<file path="src/rtl/alu_pkg.sv">
// Shared definitions for the ALU: opcode encoding and default datapath width.
package alu_pkg;

    localparam int unsigned DEFAULT_WIDTH = 8;
    localparam int unsigned SEL_W         = 3;

    typedef enum logic [SEL_W-1:0] {
        OP_ADD = 3'b000,
        OP_SUB = 3'b001,
        OP_AND = 3'b010,
        OP_OR  = 3'b011,
        OP_XOR = 3'b100,
        OP_NOT = 3'b101,
        OP_SHL = 3'b110,
        OP_SHR = 3'b111
    } alu_op_e;

endpackage : alu_pkg

</file>
<file path="src/rtl/alu_comb.sv">
// Combinational ALU datapath: unsigned arithmetic, bitwise logic and 1-bit shifts.
module alu_comb
    import alu_pkg::*;
#(
    parameter int unsigned WIDTH = DEFAULT_WIDTH
) (
    input  logic [WIDTH-1:0] a,
    input  logic [WIDTH-1:0] b,
    input  logic [SEL_W-1:0] sel,
    output logic [WIDTH-1:0] result_c,
    output logic             carry_c
);

    // One extra bit catches the add carry and, for subtraction, the unsigned borrow.
    logic [WIDTH:0] sum_c;
    logic [WIDTH:0] diff_c;

    assign sum_c  = {1'b0, a} + {1'b0, b};
    assign diff_c = {1'b0, a} - {1'b0, b};

    always_comb begin
        result_c = '0;
        carry_c  = 1'b0;
        case (alu_op_e'(sel))
            OP_ADD: begin
                result_c = sum_c[WIDTH-1:0];
                carry_c  = sum_c[WIDTH];
            end
            OP_SUB: begin
                result_c = diff_c[WIDTH-1:0];
                carry_c  = diff_c[WIDTH];
            end
            OP_AND: result_c = a & b;
            OP_OR:  result_c = a | b;
            OP_XOR: result_c = a ^ b;
            OP_NOT: result_c = ~a;
            OP_SHL: begin
                result_c = {a[WIDTH-2:0], 1'b0};
                carry_c  = a[WIDTH-1];
            end
            OP_SHR: begin
                result_c = {1'b0, a[WIDTH-1:1]};
                carry_c  = a[0];
            end
            default: begin
                result_c = '0;
                carry_c  = 1'b0;
            end
        endcase
    end

endmodule : alu_comb

</file>
<file path="src/rtl/alu.sv">
// Registered ALU: one result per valid input cycle, latency one clock.
module alu
    import alu_pkg::*;
#(
    parameter int unsigned WIDTH = DEFAULT_WIDTH
) (
    input  logic             clk,
    input  logic             rst_n,
    input  logic [WIDTH-1:0] a,
    input  logic [WIDTH-1:0] b,
    input  logic [SEL_W-1:0] sel,
    input  logic             in_valid,
    output logic [WIDTH-1:0] out,
    output logic             c_out,
    output logic             out_valid
);

    logic [1:0]       rst_sync_q;
    logic             rst_int_n;
    logic [WIDTH-1:0] result_c;
    logic             carry_c;
    logic [WIDTH-1:0] out_d, out_q;
    logic             c_out_d, c_out_q;
    logic             out_valid_d, out_valid_q;

    // Reset asserts immediately but releases only on a clock edge.
    always_ff @(posedge clk or negedge rst_n) begin
        if (!rst_n) begin
            rst_sync_q <= 2'b00;
        end else begin
            rst_sync_q <= {rst_sync_q[0], 1'b1};
        end
    end

    assign rst_int_n = rst_sync_q[1];

    alu_comb #(
        .WIDTH (WIDTH)
    ) u_alu_comb (
        .a        (a),
        .b        (b),
        .sel      (sel),
        .result_c (result_c),
        .carry_c  (carry_c)
    );

    // Capture on valid, otherwise hold the last result.
    always_comb begin
        out_d       = out_q;
        c_out_d     = c_out_q;
        out_valid_d = in_valid;
        if (in_valid) begin
            out_d   = result_c;
            c_out_d = carry_c;
        end
    end

    always_ff @(posedge clk or negedge rst_int_n) begin
        if (!rst_int_n) begin
            out_q       <= '0;
            c_out_q     <= 1'b0;
            out_valid_q <= 1'b0;
        end else begin
            out_q       <= out_d;
            c_out_q     <= c_out_d;
            out_valid_q <= out_valid_d;
        end
    end

    assign out       = out_q;
    assign c_out     = c_out_q;
    assign out_valid = out_valid_q;

endmodule : alu

</file>
<file path="config.mk">
export PLATFORM = sky130hd
export DESIGN_NAME = alu
export DESIGN_NICKNAME = d
export VERILOG_FILES = /design/src/rtl/alu_pkg.sv /design/src/rtl/alu_comb.sv /design/src/rtl/alu.sv
export SDC_FILE = /design/constraint.sdc
export NUM_CORES = 1
export LEC_CHECK = 0
export ABC_CLOCK_PERIOD_IN_PS = 800
export CAP_MARGIN = 20
export CORE_MARGIN = 5
export CORE_UTILIZATION = 45
export DETAILED_ROUTE_END_ITERATION = 10
export DONT_BUFFER_PORTS = 1
export GPL_ROUTABILITY_DRIVEN = 0
export PLACE_DENSITY = 0.68
export RECOVER_POWER = 25
export SYNTH_ARGS = -nofsm -noshare
export SYNTH_HDL_FRONTEND = slang
export SYNTH_SLANG_ARGS = --single-unit
</file>
<file path="constraint.sdc">
create_clock -name clk -period 0.8 [get_ports clk]
set_input_delay 0.08 -clock clk [delete_from_list [all_inputs] [get_ports clk]]
set_output_delay 0.08 -clock clk [all_outputs]
set_load 0.02 [all_outputs]
</file>
# [Yosys cells after proc, flatten, opt, wreduce, memory -nomap -nowiden]
# Cells that the tools add are included.
[totals] wordCells=20 inputBits=22 out_inout_bits=10 reg_bits=12
[op_classes] add_sub_neg=2 reduce_logical=1 eq_ne=7 n_bitwise=4 mux=2
[op_table] op="$pmux 8 s8" count=1
[op_table] op="$eq 3x3->1 const B" count=4
[op_table] op="$add 8x8->9" count=1
[op_table] op="$sub 8x8->9" count=1
[op_table] op="$and 8x8->8" count=1
[op_table] op="$not 8->8" count=1
[op_table] op="$or 8x8->8" count=1
[op_table] op="$xor 8x8->8" count=1
[op_table] op="$eq 3x2->1 const B" count=2
[op_table] op="$pmux 1 s4" count=1
[op_table] op="$eq 3x1->1 const B" count=1
[op_table] op="$logic_not 3->1" count=1

# [Depth between registers and ports, before layout]
[logic_depth] word_depth=2 mapped_depth=8 mapped_depth_nobuf=8

# [By module]
# Synthesis repeated with hierarchy kept, for this count alone.
[hier_totals] cells_unflattened=222 area_unflattened_um2=1813.0
[by_module_without_submodules] mod="alu_comb" instances=1 cells_each=199 area_per_inst_um2=1362.6 seq_area_each_um2=0.0
[by_module_without_submodules] mod="alu" instances=1 cells_each=23 area_per_inst_um2=450.4 seq_area_each_um2=300.3

# [Least setup slack after synthesis]
# No wires, ideal clock.
[synth_timing] path_type="input -> register" startpoint="in a[0]" endpoint="reg out_q[6], in the netlist out[6]" slack_ps=-1092 arrival_time_ps=1748 n_path_buf=0 t_required_ps=656 cell_stages=8 setup_ps=144 cell_sequence="inv_1 -> ha_1 -> fa_1 -> o21ba_1 -> or3_1 -> a41o_1 -> nor4_1 -> a211oi_1"
[synth_via] elab_chain_len=2 elab_cells_between_ends=3 cone_classes="add/sub: 2; mux: 1"
[synth_lines] item="from (decl)" line="alu.sv:9" text="input logic [WIDTH-1:0] a,"
[synth_lines] item="$sub 8x8->9 / $add 8x8->9 (equally long branches)" line="alu_comb.sv:19, alu_comb.sv:18"
[synth_lines] item="$pmux 8 s8 *" line="alu_comb.sv:24" text="case (alu_op_e'(sel))"
[synth_lines] item="to (signal assigned)" line="alu.sv:64" text="out_q <= out_d;"
[synth_lines] item="to (decl)" line="alu.sv:22" text="logic [WIDTH-1:0] out_d, out_q;"
# Every way passes the cells marked *; elsewhere a longest branch is shown, timed or not.
# A chain may end at the register's enable or synchronous reset.

# [Worst setup path in the final report]
[layout_timing] startpoint="in a[0]" endpoint="reg c_out_q, in the netlist c_out"
[layout_via] elab_chain_len=2 elab_cells_between_ends=3 cone_classes="add/sub: 2; mux: 1"
[layout_lines] item="$sub 8x8->9 / $add 8x8->9 (equally long branches)" line="alu_comb.sv:19, alu_comb.sv:18"
[layout_lines] item="$pmux 1 s4 *" line="alu_comb.sv:24"
[layout_lines] item="to (signal assigned)" line="alu.sv:65" text="c_out_q <= c_out_d;"
[layout_lines] item="to (decl)" line="alu.sv:23" text="logic c_out_d, c_out_q;"
# Marks and branches as above.

==> results.yml <==
floorplanning:
  dieArea_mm2: 0.00569
  design.core.area_mm2: 0.00409
  die_w_um: 75.4
  die_h_um: 75.4
  start_util: 0.471
  rows: 23
  num_io_pins: 32
pwr:
  p_per_area_mw_per_mm2: 1120
  power.internal_mw: 1.95
  p_clk_frac: 0.220
  power_switching_mw: 1.03
  vdd_drop_max_v: 0.000423
  p_leak_nw: 1.22
  seqPwrFrac: 0.248
  switching_share: 0.346
  power_mw: 2.98
  pwr-share-comb: 0.532
cts:
  cts.sinks: 12
  root_buffer: "clkbuf_8"
  clkTransAtPathRegs_ns: 0.05
  cts_buffers: 3
  cts_tree: "done"
  cts_buffer_depth: 2
  clock_latency_ns: 0.24
  h-tree-depth: 1
job:
  cap_violations: 0
cells_and_area:
  antenna_cells: 0
  final_cell_mix: "buf_4 (55), nor2_1 (24), inv_1 (22)"
  fillCellCount: 353
  nets: 356
  final_common_cell: "buf_4"
  syn2layout_area_growth_pct: 38.6
  fin_util: 0.653
  final_layout_size_suffix_gt1_frac: 0.340
timing:
  finalCritPeriodShare: 1.98
  setup_viol: 18
  whs_ns: 0.0105
  setup_ws_ns: -0.781
  rsz0062_at_grt: "yes"
  fmax_ghz: 0.632
  final_hold_viol_count: 0
  slew_violations: 0
  period_minus_slack_ns: 1.58
  fin_skew_ns: 0.00414
worst_setup_path:
  startpoint_type: "primary input"
  crit_path_max_fanout: 5
  worstSetupEndpointType: "flip-flop"
  crit_required_ns: 0.92
  arrival_ns: 1.70
  criticalPathCategory: "primary input to flip-flop"
logic_synthesis:
  syn_inst: 251
  ys_ff_latch: 12
  synth_enable_flop_cells: 0
  post_synth.cell_area_avg_um2: 7.67
  seq_area_frac_synth: 0.156
  synth_area_mm2: 0.00193
  synth.net_count: 300
  synth_cell_types: 59
  synthFlopType: "dfrtp_1"
  async_reset_ff_frac: 1.00
  yosys_warnings: 0
global_routing:
  grt_use_total: 0.214
  antenna_found_initial: 0
  grt_max_degree: 30
  grt.met1_usage: 0.307
  top_usage_layer: "met2"
  grt_pass1_vias: 1930
  grt_pass1_wl_um: 9380
  grt_use_met2: 0.327
  grtUsageMet3: 0.0369
  grt-ovfl-total: 0
drt:
  ant_nets: 0
  drt-total-wl_um: 5720
  drt_iter0_markers: 166
  vias: 2027
  drc_errors: 0
  first_pass_iters: 4
  wire_per_inst_um: 16.1
  vias_per_cell: 5.69
hold_path:
  min_path_type: "primary input to flip-flop"
place:
  dpl.hpwl_um: 4430
  place_ws_ns: -1.18
  portBuffers: 0
run_status:
  status: "complete, but fails checks"
  violations: "negative setup slack"
[sequential cells by signal, indices dropped and copies added, names as in the netlist]
name,count
rst_sync_q,2
c_out,1
out,8
out_valid,1
[cell type report]
type / count / area [um^2] / area share
Clock buffer: 4 / 55.1 / 0.0206
Inverter: 26 / 125 / 0.0469
Multi-Input combinational cell: 196 / 1580 / 0.590
Sequential cell: 12 / 300 / 0.113
Tap cell: 50 / 62.6 / 0.0234
Timing Repair Buffer: 68 / 551 / 0.206
[logic make-up after synthesis]
logic type                 synth area share
AOI/OAI and AO/OA                     0.266
other                               0.00195
adders and majority gates             0.183
xor gates and xnor gates             0.0136
DFF                                   0.156
and+or+nand+nor                       0.208
muxes                                0.0604
buffers and inverters                 0.111
[routing by layer]
metal / vias up / share of wire
met5: - / 0
met4: 0 / 0.013
met3: 6 / 0.088
met2: 75 / 0.45
met1: 947 / 0.44
li1: 999 / -
[Yosys cell counts (all sizes together) (2+ instances only)]
library cell	instances	area, um^2
inv	26	97.6
nor2	24	90.1
nor3b	2	15.0
o2111ai	3	26.3
xor2	2	17.5
o31a	2	17.5
o211ai	5	37.5
ha	25	313
mux2i	6	60.1
a211o	2	17.5
a21oi	15	75.1
o21ai	16	80.1
clkbuf	10	57.6
dfrtp	12	300
a31oi	2	12.5
a211oi	6	45.0
nand3	3	15.0
nor4	2	12.5
buf	7	58.8
o311ai	3	26.3
and3	2	13.8
nor2b	4	25.0
nand4	3	18.8
a2bb2oi	2	17.5
or2	3	18.8
nand2	19	71.3
mux4	2	45.0
o22ai	5	31.3
fa	2	40.0
nor3	8	40.0
a21o	2	15.0
o21a	3	22.5
nand2b	4	25.0
[worst max-delay path, stage by stage]
cell and delay [ns]:
inv_12 0.01, ha_4 0.15, fa_2 0.36, o21ba_4 0.24, or3_4 0.39, a21oi_2 0.12, a21oi_1 0.08, o31a_1 0.26
[power by group through the flow]
stage	clock network (mW)	registers (mW)	logic (mW)
final	0.657	0.739	1.59
after global routing	0.701	0.750	1.72
after CTS	0.678	0.740	1.54
after detailed placement	0	0.740	1.37
after global placement	0	0.736	1.35
after floorplan	0	0.827	0.818
[path summary, 6_finish.rpt]
check	startpoint	end	slack, ns	cells past startpoint
max reg2reg	out[4]	out[4]	-0.11	3
max in group asynchronous	rst_sync_q[1]	out[1]	0.40	1
max	a[0]	c_out	-0.78	8
min in group asynchronous	rst_n	rst_sync_q[0]	0.07	1
min reg2reg	rst_sync_q[1]	out[5]	0.19	1
min	in_valid	out[0]	0.01	2
[per-stage QoR]
stage,area (um^2),TNS (ns),instances
after floorplan,2000,-6.33,251
after global placement,2420,-7.13,347
after detailed placement,2420,-7.46,347
after CTS,2640,-5.05,355
after global routing,2670,-5.86,356
final,2670,-5.17,356
[what timing repair did]
item                                    4_1_cts  5_1_grt
endpoints found under the setup margin       18       18
hold buffers                                  2        0
hold endpoints to repair                      8        0
pin swaps                                    14        5
resized for setup                            32        4
setup buffers                                 3        1
cloned                                        0        0
No activity file was read; power rests on OpenSTA's default activity.
